`src/rtl/sync_fifo_ext.sv`:
```
// sync_fifo_ext: single-clock FIFO with fill count, almost-full/almost-empty
// thresholds, synchronous flush, standard or first-word-fall-through read
// mode, and write-while-full pass-through when a read is accepted alongside.
//
// Ports:
//   clk_i          rising-edge clock for all state
//   rst_i          synchronous active-high reset (clears memory and rdata_o)
//   flush_i        synchronous empty request (memory and rdata_o retained)
//   wr_en_i        write request, wdata_i is the word
//   rd_en_i        read request (pop of the presented word in FWFT mode)
//   rdata_o        read data
//   rvalid_o       standard: one-cycle pulse after an accepted read;
//                  FWFT: a word is presented
//   full_o/empty_o occupancy == DEPTH / == 0
//   almost_full_o  count_o >= AF_LEVEL
//   almost_empty_o count_o <= AE_LEVEL
//   count_o        occupancy 0..DEPTH
//   overflow_o     one-cycle pulse: write requested but rejected
//   underflow_o    one-cycle pulse: read requested while empty
module sync_fifo_ext #(
  parameter int WIDTH    = 8,
  parameter int DEPTH    = 16,
  parameter int AF_LEVEL = DEPTH - 2,
  parameter int AE_LEVEL = 2,
  parameter int FWFT     = 0
) (
  input  logic                     clk_i,
  input  logic                     rst_i,
  input  logic                     flush_i,
  input  logic                     wr_en_i,
  input  logic [WIDTH-1:0]         wdata_i,
  input  logic                     rd_en_i,
  output logic [WIDTH-1:0]         rdata_o,
  output logic                     rvalid_o,
  output logic                     full_o,
  output logic                     empty_o,
  output logic                     almost_full_o,
  output logic                     almost_empty_o,
  output logic [$clog2(DEPTH):0]   count_o,
  output logic                     overflow_o,
  output logic                     underflow_o
);

  localparam int AW = $clog2(DEPTH);
  localparam int PW = AW + 1;
  localparam logic [PW-1:0] DEPTH_P = PW'(DEPTH);
  localparam logic [PW-1:0] AF_P    = PW'(AF_LEVEL);
  localparam logic [PW-1:0] AE_P    = PW'(AE_LEVEL);

  logic [WIDTH-1:0] mem_q [DEPTH];
  logic [WIDTH-1:0] mem_d [DEPTH];
  logic [PW-1:0]    wr_ptr_q, wr_ptr_d;
  logic [PW-1:0]    rd_ptr_q, rd_ptr_d;
  logic [WIDTH-1:0] rdata_q, rdata_d;
  logic             rvalid_q, rvalid_d;
  logic             overflow_q, overflow_d;
  logic             underflow_q, underflow_d;

  logic [PW-1:0]    count;
  logic [AW-1:0]    wr_idx, rd_idx;
  logic             empty, full;
  logic             rd_ok, wr_ok;

  // Pointer difference modulo 2^PW gives occupancy directly; the wrap bit
  // distinguishes full from empty.
  assign count  = wr_ptr_q - rd_ptr_q;
  assign wr_idx = wr_ptr_q[AW-1:0];
  assign rd_idx = rd_ptr_q[AW-1:0];
  assign empty  = (count == '0);
  assign full   = (count == DEPTH_P);

  // A read frees a slot in the same edge, so a write at full is still
  // accepted when paired with an accepted read.
  assign rd_ok = rd_en_i && !empty;
  assign wr_ok = wr_en_i && (!full || rd_ok);

  always_comb begin
    mem_d       = mem_q;
    wr_ptr_d    = wr_ptr_q;
    rd_ptr_d    = rd_ptr_q;
    rdata_d     = rdata_q;
    rvalid_d    = 1'b0;
    overflow_d  = 1'b0;
    underflow_d = 1'b0;
    if (flush_i) begin
      wr_ptr_d = '0;
      rd_ptr_d = '0;
    end else begin
      if (wr_ok) begin
        mem_d[wr_idx] = wdata_i;
        wr_ptr_d      = wr_ptr_q + PW'(1);
      end
      if (rd_ok) begin
        rdata_d  = mem_q[rd_idx];
        rvalid_d = 1'b1;
        rd_ptr_d = rd_ptr_q + PW'(1);
      end
      overflow_d  = wr_en_i && !wr_ok;
      underflow_d = rd_en_i && empty;
    end
  end

  always_ff @(posedge clk_i) begin
    if (rst_i) begin
      mem_q       <= '{default: '0};
      wr_ptr_q    <= '0;
      rd_ptr_q    <= '0;
      rdata_q     <= '0;
      rvalid_q    <= 1'b0;
      overflow_q  <= 1'b0;
      underflow_q <= 1'b0;
    end else begin
      mem_q       <= mem_d;
      wr_ptr_q    <= wr_ptr_d;
      rd_ptr_q    <= rd_ptr_d;
      rdata_q     <= rdata_d;
      rvalid_q    <= rvalid_d;
      overflow_q  <= overflow_d;
      underflow_q <= underflow_d;
    end
  end

  // FWFT presents the head entry straight from storage; standard mode
  // serves the word captured at the accepting edge.
  assign rdata_o        = (FWFT != 0) ? mem_q[rd_idx] : rdata_q;
  assign rvalid_o       = (FWFT != 0) ? !empty : rvalid_q;
  assign full_o         = full;
  assign empty_o        = empty;
  assign almost_full_o  = (count >= AF_P);
  assign almost_empty_o = (count <= AE_P);
  assign count_o        = count;
  assign overflow_o     = overflow_q;
  assign underflow_o    = underflow_q;

endmodule

```
`config.mk`:
```
export PLATFORM = sky130hd
export DESIGN_NAME = sync_fifo_ext
export DESIGN_NICKNAME = d
export VERILOG_FILES = /design/src/rtl/sync_fifo_ext.sv
export SDC_FILE = /design/constraint.sdc
export NUM_CORES = 1
export LEC_CHECK = 0
export BUFFER_PORTS_ARGS = -buffer_cell sky130_fd_sc_hd__buf_2
export CAP_MARGIN = 25
export CORE_MARGIN = 2
export CORE_UTILIZATION = 37
export CTS_CLUSTER_SIZE = 20
export DETAILED_ROUTE_END_ITERATION = 16
export SLEW_MARGIN = 15
export SYNTH_ARGS = -nofsm -noshare
export SYNTH_HDL_FRONTEND = slang
export SYNTH_SLANG_ARGS = --single-unit
```
`constraint.sdc`:
```
create_clock -name clk_i -period 5.45 [get_ports clk_i]
set_clock_uncertainty 0.2 [all_clocks]
set_input_delay 1.3625 -clock clk_i [delete_from_list [all_inputs] [get_ports clk_i]]
set_output_delay 1.3625 -clock clk_i [all_outputs]
set_load 0.01 [all_outputs]
```
==> flow_summary.json <==
{
  "tritoncts.num_buffers": 17,
  "grt_util_all_layers": 0.175,
  "power.density_cell_area_nw_per_um2": 284,
  "synth-async-reset-ratio": 0,
  "startpoint_type": "register",
  "row_count": 51,
  "maxCapViolations": 0,
  "grt_first_pass_wirelength_mm": 29.1,
  "path_max_fanout": 14,
  "flow.area_growth_from_synthesis_pct": 9.36,
  "internal-power_mw": 1.76,
  "synth_enable_flop_cells": 0,
  "critical_path_slowest_stage_cell": "sky130_fd_sc_hd__dfxtp_1",
  "route.vias.total": 5150,
  "power_frac_seq": 0.477,
  "chipHeight_um": 146,
  "cts_tree": "built",
  "sum_of_buffers_and_inverters_on_the_critical_path": 2,
  "cts_hold_buf": 0,
  "critical_path.cell_chain": "clkinv_1 -> ha_1 -> a21oi_1 -> and3_1 -> nor2_1 -> a2111oi_0 -> buf_2",
  "synth_area_per_cell_sq_um": 10.2,
  "h_tree_depth": 4,
  "post_cts_buffers": 0,
  "synth_area_sq_um": 7420,
  "end_kind": "primary output",
  "flip_flop_and_latch_count_after_synthesis": 149,
  "max_freq_mhz": 214,
  "wl_per_cell_um": 17.8,
  "antenna_violating_nets_post_route": 0,
  "port_buffers": 32,
  "grt_setup_unrepaired": "no",
  "grt_pass1_vias": 5154,
  "die-width_um": 146,
  "finalSetupViolations": 0,
  "postSynthCellCount": 729,
  "dpl.hpwl_mm": 11.3,
  "clock_latency_ns": 0.43,
  "type_of_the_worst_setup_path": "register to primary output",
  "post-route-min-period_ns": 4.67,
  "routed_via_density": 5.13,
  "floorplan.io_pins": 33,
  "max_slew.worst_pin.slew_ns": 0.919,
  "most_used_flip_flop_cell_after_synthesis": "sky130_fd_sc_hd__dfxtp_1",
  "period_share": 0.857,
  "max_stage_delay_ns": 0.58,
  "combined_area_of_the_multi_input_logic_cells_sq_um": 4060,
  "combPwrFrac": 0.071,
  "status": "finished, final reports clean",
  "cp.required_ns": 3.89,
  "grt_antenna_before_repair": 0,
  "final-hold-violation-count": 0,
  "antenna_fix_cells": 0,
  "critical_path_arrival_ns": 3.11,
  "regArea_sq_um": 2990,
  "clock_sink_count": 149,
  "die-area_sq_um": 21200,
  "detailedRoute.firstIterationViolations": 311,
  "synth_seq_area_share": 0.402,
  "postPlaceCellArea_sq_um": 7610,
  "power.switching_fraction": 0.236,
  "coreArea_sq_um": 19600,
  "holdWs_ns": 0.268,
  "drc": 0,
  "drive_gt1_frac": 0.134,
  "num-nets-final": 752,
  "power.ir.vdd_worst_v": 0.000212,
  "synth_fp_nets": 752,
  "path_clk_slew_ns": 0.06,
  "setup_total_negative_slack_ns": 0,
  "cts_resized": 0,
  "totalWireLength_mm": 17.8,
  "ys_warn_count": 0,
  "yosys.cell_types.count": 51,
  "largest_net_degree_at_the_start_of_global_routing": 91,
  "cts_buffer_depth": 2,
  "layout.filler_cells": 1946,
  "holdCritPathClass": "register to register",
  "gp_congestion": 0.807,
  "cts_root_buf": "sky130_fd_sc_hd__clkbuf_16",
  "p_sw_mw": 0.544,
  "power.static_leakage_nw": 3.59,
  "global_route.overflow_total": 0,
  "clock_power_frac": 0.453,
  "cp_top_family": "buffers and inverters",
  "final_cell_area_sq_um": 8120,
  "report.final.slew_viol_count": 0,
  "timing.max_slew.rel_slack": 0.387,
  "first_drt_pass_iteration_count": 5,
  "initial_standard_cell_utilization_of_the_core": 0.379
}
==> power groups by stage <==
stage               sequential, mW  clock [mW]  combinational, mW
floorplan                     1.12           0              0.117
global placement              1.12           0              0.164
detailed placement            1.12           0              0.165
CTS                           1.10        1.05              0.165
global route                  1.10        1.10              0.178
finish                        1.10        1.05              0.163
==> tightest hold or removal path: stages (launching register included) <==
cell and delay, ns:
sky130_fd_sc_hd__dfxtp_1 0.30, sky130_fd_sc_hd__nand2b_1 0.06, sky130_fd_sc_hd__mux2i_1 0.06
==> stage by stage <==
stage | worst slack (ns) | util | cells | power (mW)
final | 0.778 | 0.414 | 1004 | 2.31
after global routing | 0.405 | 0.414 | 1004 | 2.38
after CTS | 0.821 | 0.414 | 1004 | 2.32
after detailed placement | 1.27 | 0.388 | 975 | 1.29
after global placement | 1.39 | 0.388 | 974 | 1.29
after floorplan | 1.31 | - | 729 | 1.24
==> flip-flops by register name (all words and copies together), names as in the netlist <==
signal and flops:
mem_q 128, rdata_o 8, rd_ptr_q 5, wr_ptr_q 5, overflow_o 1, rvalid_o 1
underflow_o 1
==> cell usage after synthesis, types with 7 or more instances <==
master | number | area share
sky130_fd_sc_hd__nor2_1 | 11 | 0.0056
sky130_fd_sc_hd__or3_1 | 9 | 0.0076
sky130_fd_sc_hd__dfxtp_1 | 149 | 0.40
sky130_fd_sc_hd__clkbuf_1 | 32 | 0.016
sky130_fd_sc_hd__a221oi_1 | 8 | 0.0094
sky130_fd_sc_hd__nand2b_1 | 131 | 0.11
sky130_fd_sc_hd__nand2_1 | 27 | 0.014
sky130_fd_sc_hd__ha_1 | 9 | 0.015
sky130_fd_sc_hd__a211oi_1 | 18 | 0.018
sky130_fd_sc_hd__buf_4 | 7 | 0.0071
sky130_fd_sc_hd__nand3_1 | 25 | 0.017
sky130_fd_sc_hd__o21ai_0 | 34 | 0.023
sky130_fd_sc_hd__and2_1 | 8 | 0.0067
sky130_fd_sc_hd__mux4_2 | 16 | 0.049
sky130_fd_sc_hd__nor2b_1 | 26 | 0.022
sky130_fd_sc_hd__a21oi_1 | 9 | 0.0061
sky130_fd_sc_hd__mux2i_1 | 138 | 0.19
==> path summary, 6_finish.rpt <==
path | end | start | slack [ns] | depth (start not counted)
hold / removal | mem_q[94]$_SDFFE_PP0P_ | mem_q[94]$_SDFFE_PP0P_ | 0.27 | 2
setup / recovery | almost_empty_o | rd_ptr_q[3]$_SDFFE_PP0P_ | 0.78 | 7
hold reg to reg | mem_q[94]$_SDFFE_PP0P_ | mem_q[94]$_SDFFE_PP0P_ | 0.27 | 2
setup reg to reg | mem_q[79]$_SDFFE_PP0P_ | rd_ptr_q[3]$_SDFFE_PP0P_ | 1.64 | 8
==> routing by layer <==
| layer | GRT usage | up-vias | part of all wire |
|---|---|---|---|
| met1 | 0.248 | 2505 | 0.49 |
| li1 | - | 2558 | - |
| met2 | 0.273 | 74 | 0.47 |
| met3 | 0.0351 | 13 | 0.032 |
| met5 | 0 | - | 0 |
| met4 | 0.0436 | 0 | 0.0094 |
==> placed cells by master (no fill, tap or decap), drive strengths merged, types with 2 or more instances in the layout <==
cell and instances:
nand3 25, nor2b 26, a21o 3, mux4 16, xor2 3, nand2b 131, a221oi 8, clkinv 6
clkbuf 24, or3 14, nand4 4, dfxtp 149, or4 4, and3 2, o21ai 36, nand2 27
nor2 11, inv 7, a21oi 10, ha 9, mux2i 138, a31o 2, and2 8, a2111oi 2
nand3b 2, buf 37, nor3 4, a211oi 18
==> area by class of cell <==
cell class | instances | share of cell area
Sequential cell | 149 | 0.368
Clock buffer | 24 | 0.0593
Multi-Input combinational cell | 515 | 0.500
Clock inverter | 5 | 0.00339
Inverter | 9 | 0.00416
Timing Repair Buffer | 37 | 0.0244
Tap cell | 265 | 0.0409
==> cell families (layout without fill, tap and decap cells) <==
group | count (synthesis) | in the layout | share of synthesized area
AND/OR/NAND/NOR | 264 | 264 | 0.213
multiplexers | 154 | 154 | 0.235
flip-flops | 149 | 149 | 0.402
AO/OA/AOI/OAI | 84 | 84 | 0.0767
buffers and inverters | 65 | 75 | 0.0512
adder cells (fa/ha/maj) | 10 | 10 | 0.0179
XOR/XNOR | 3 | 3 | 0.00455
Note: power is estimated with default switching activity, not from simulation.
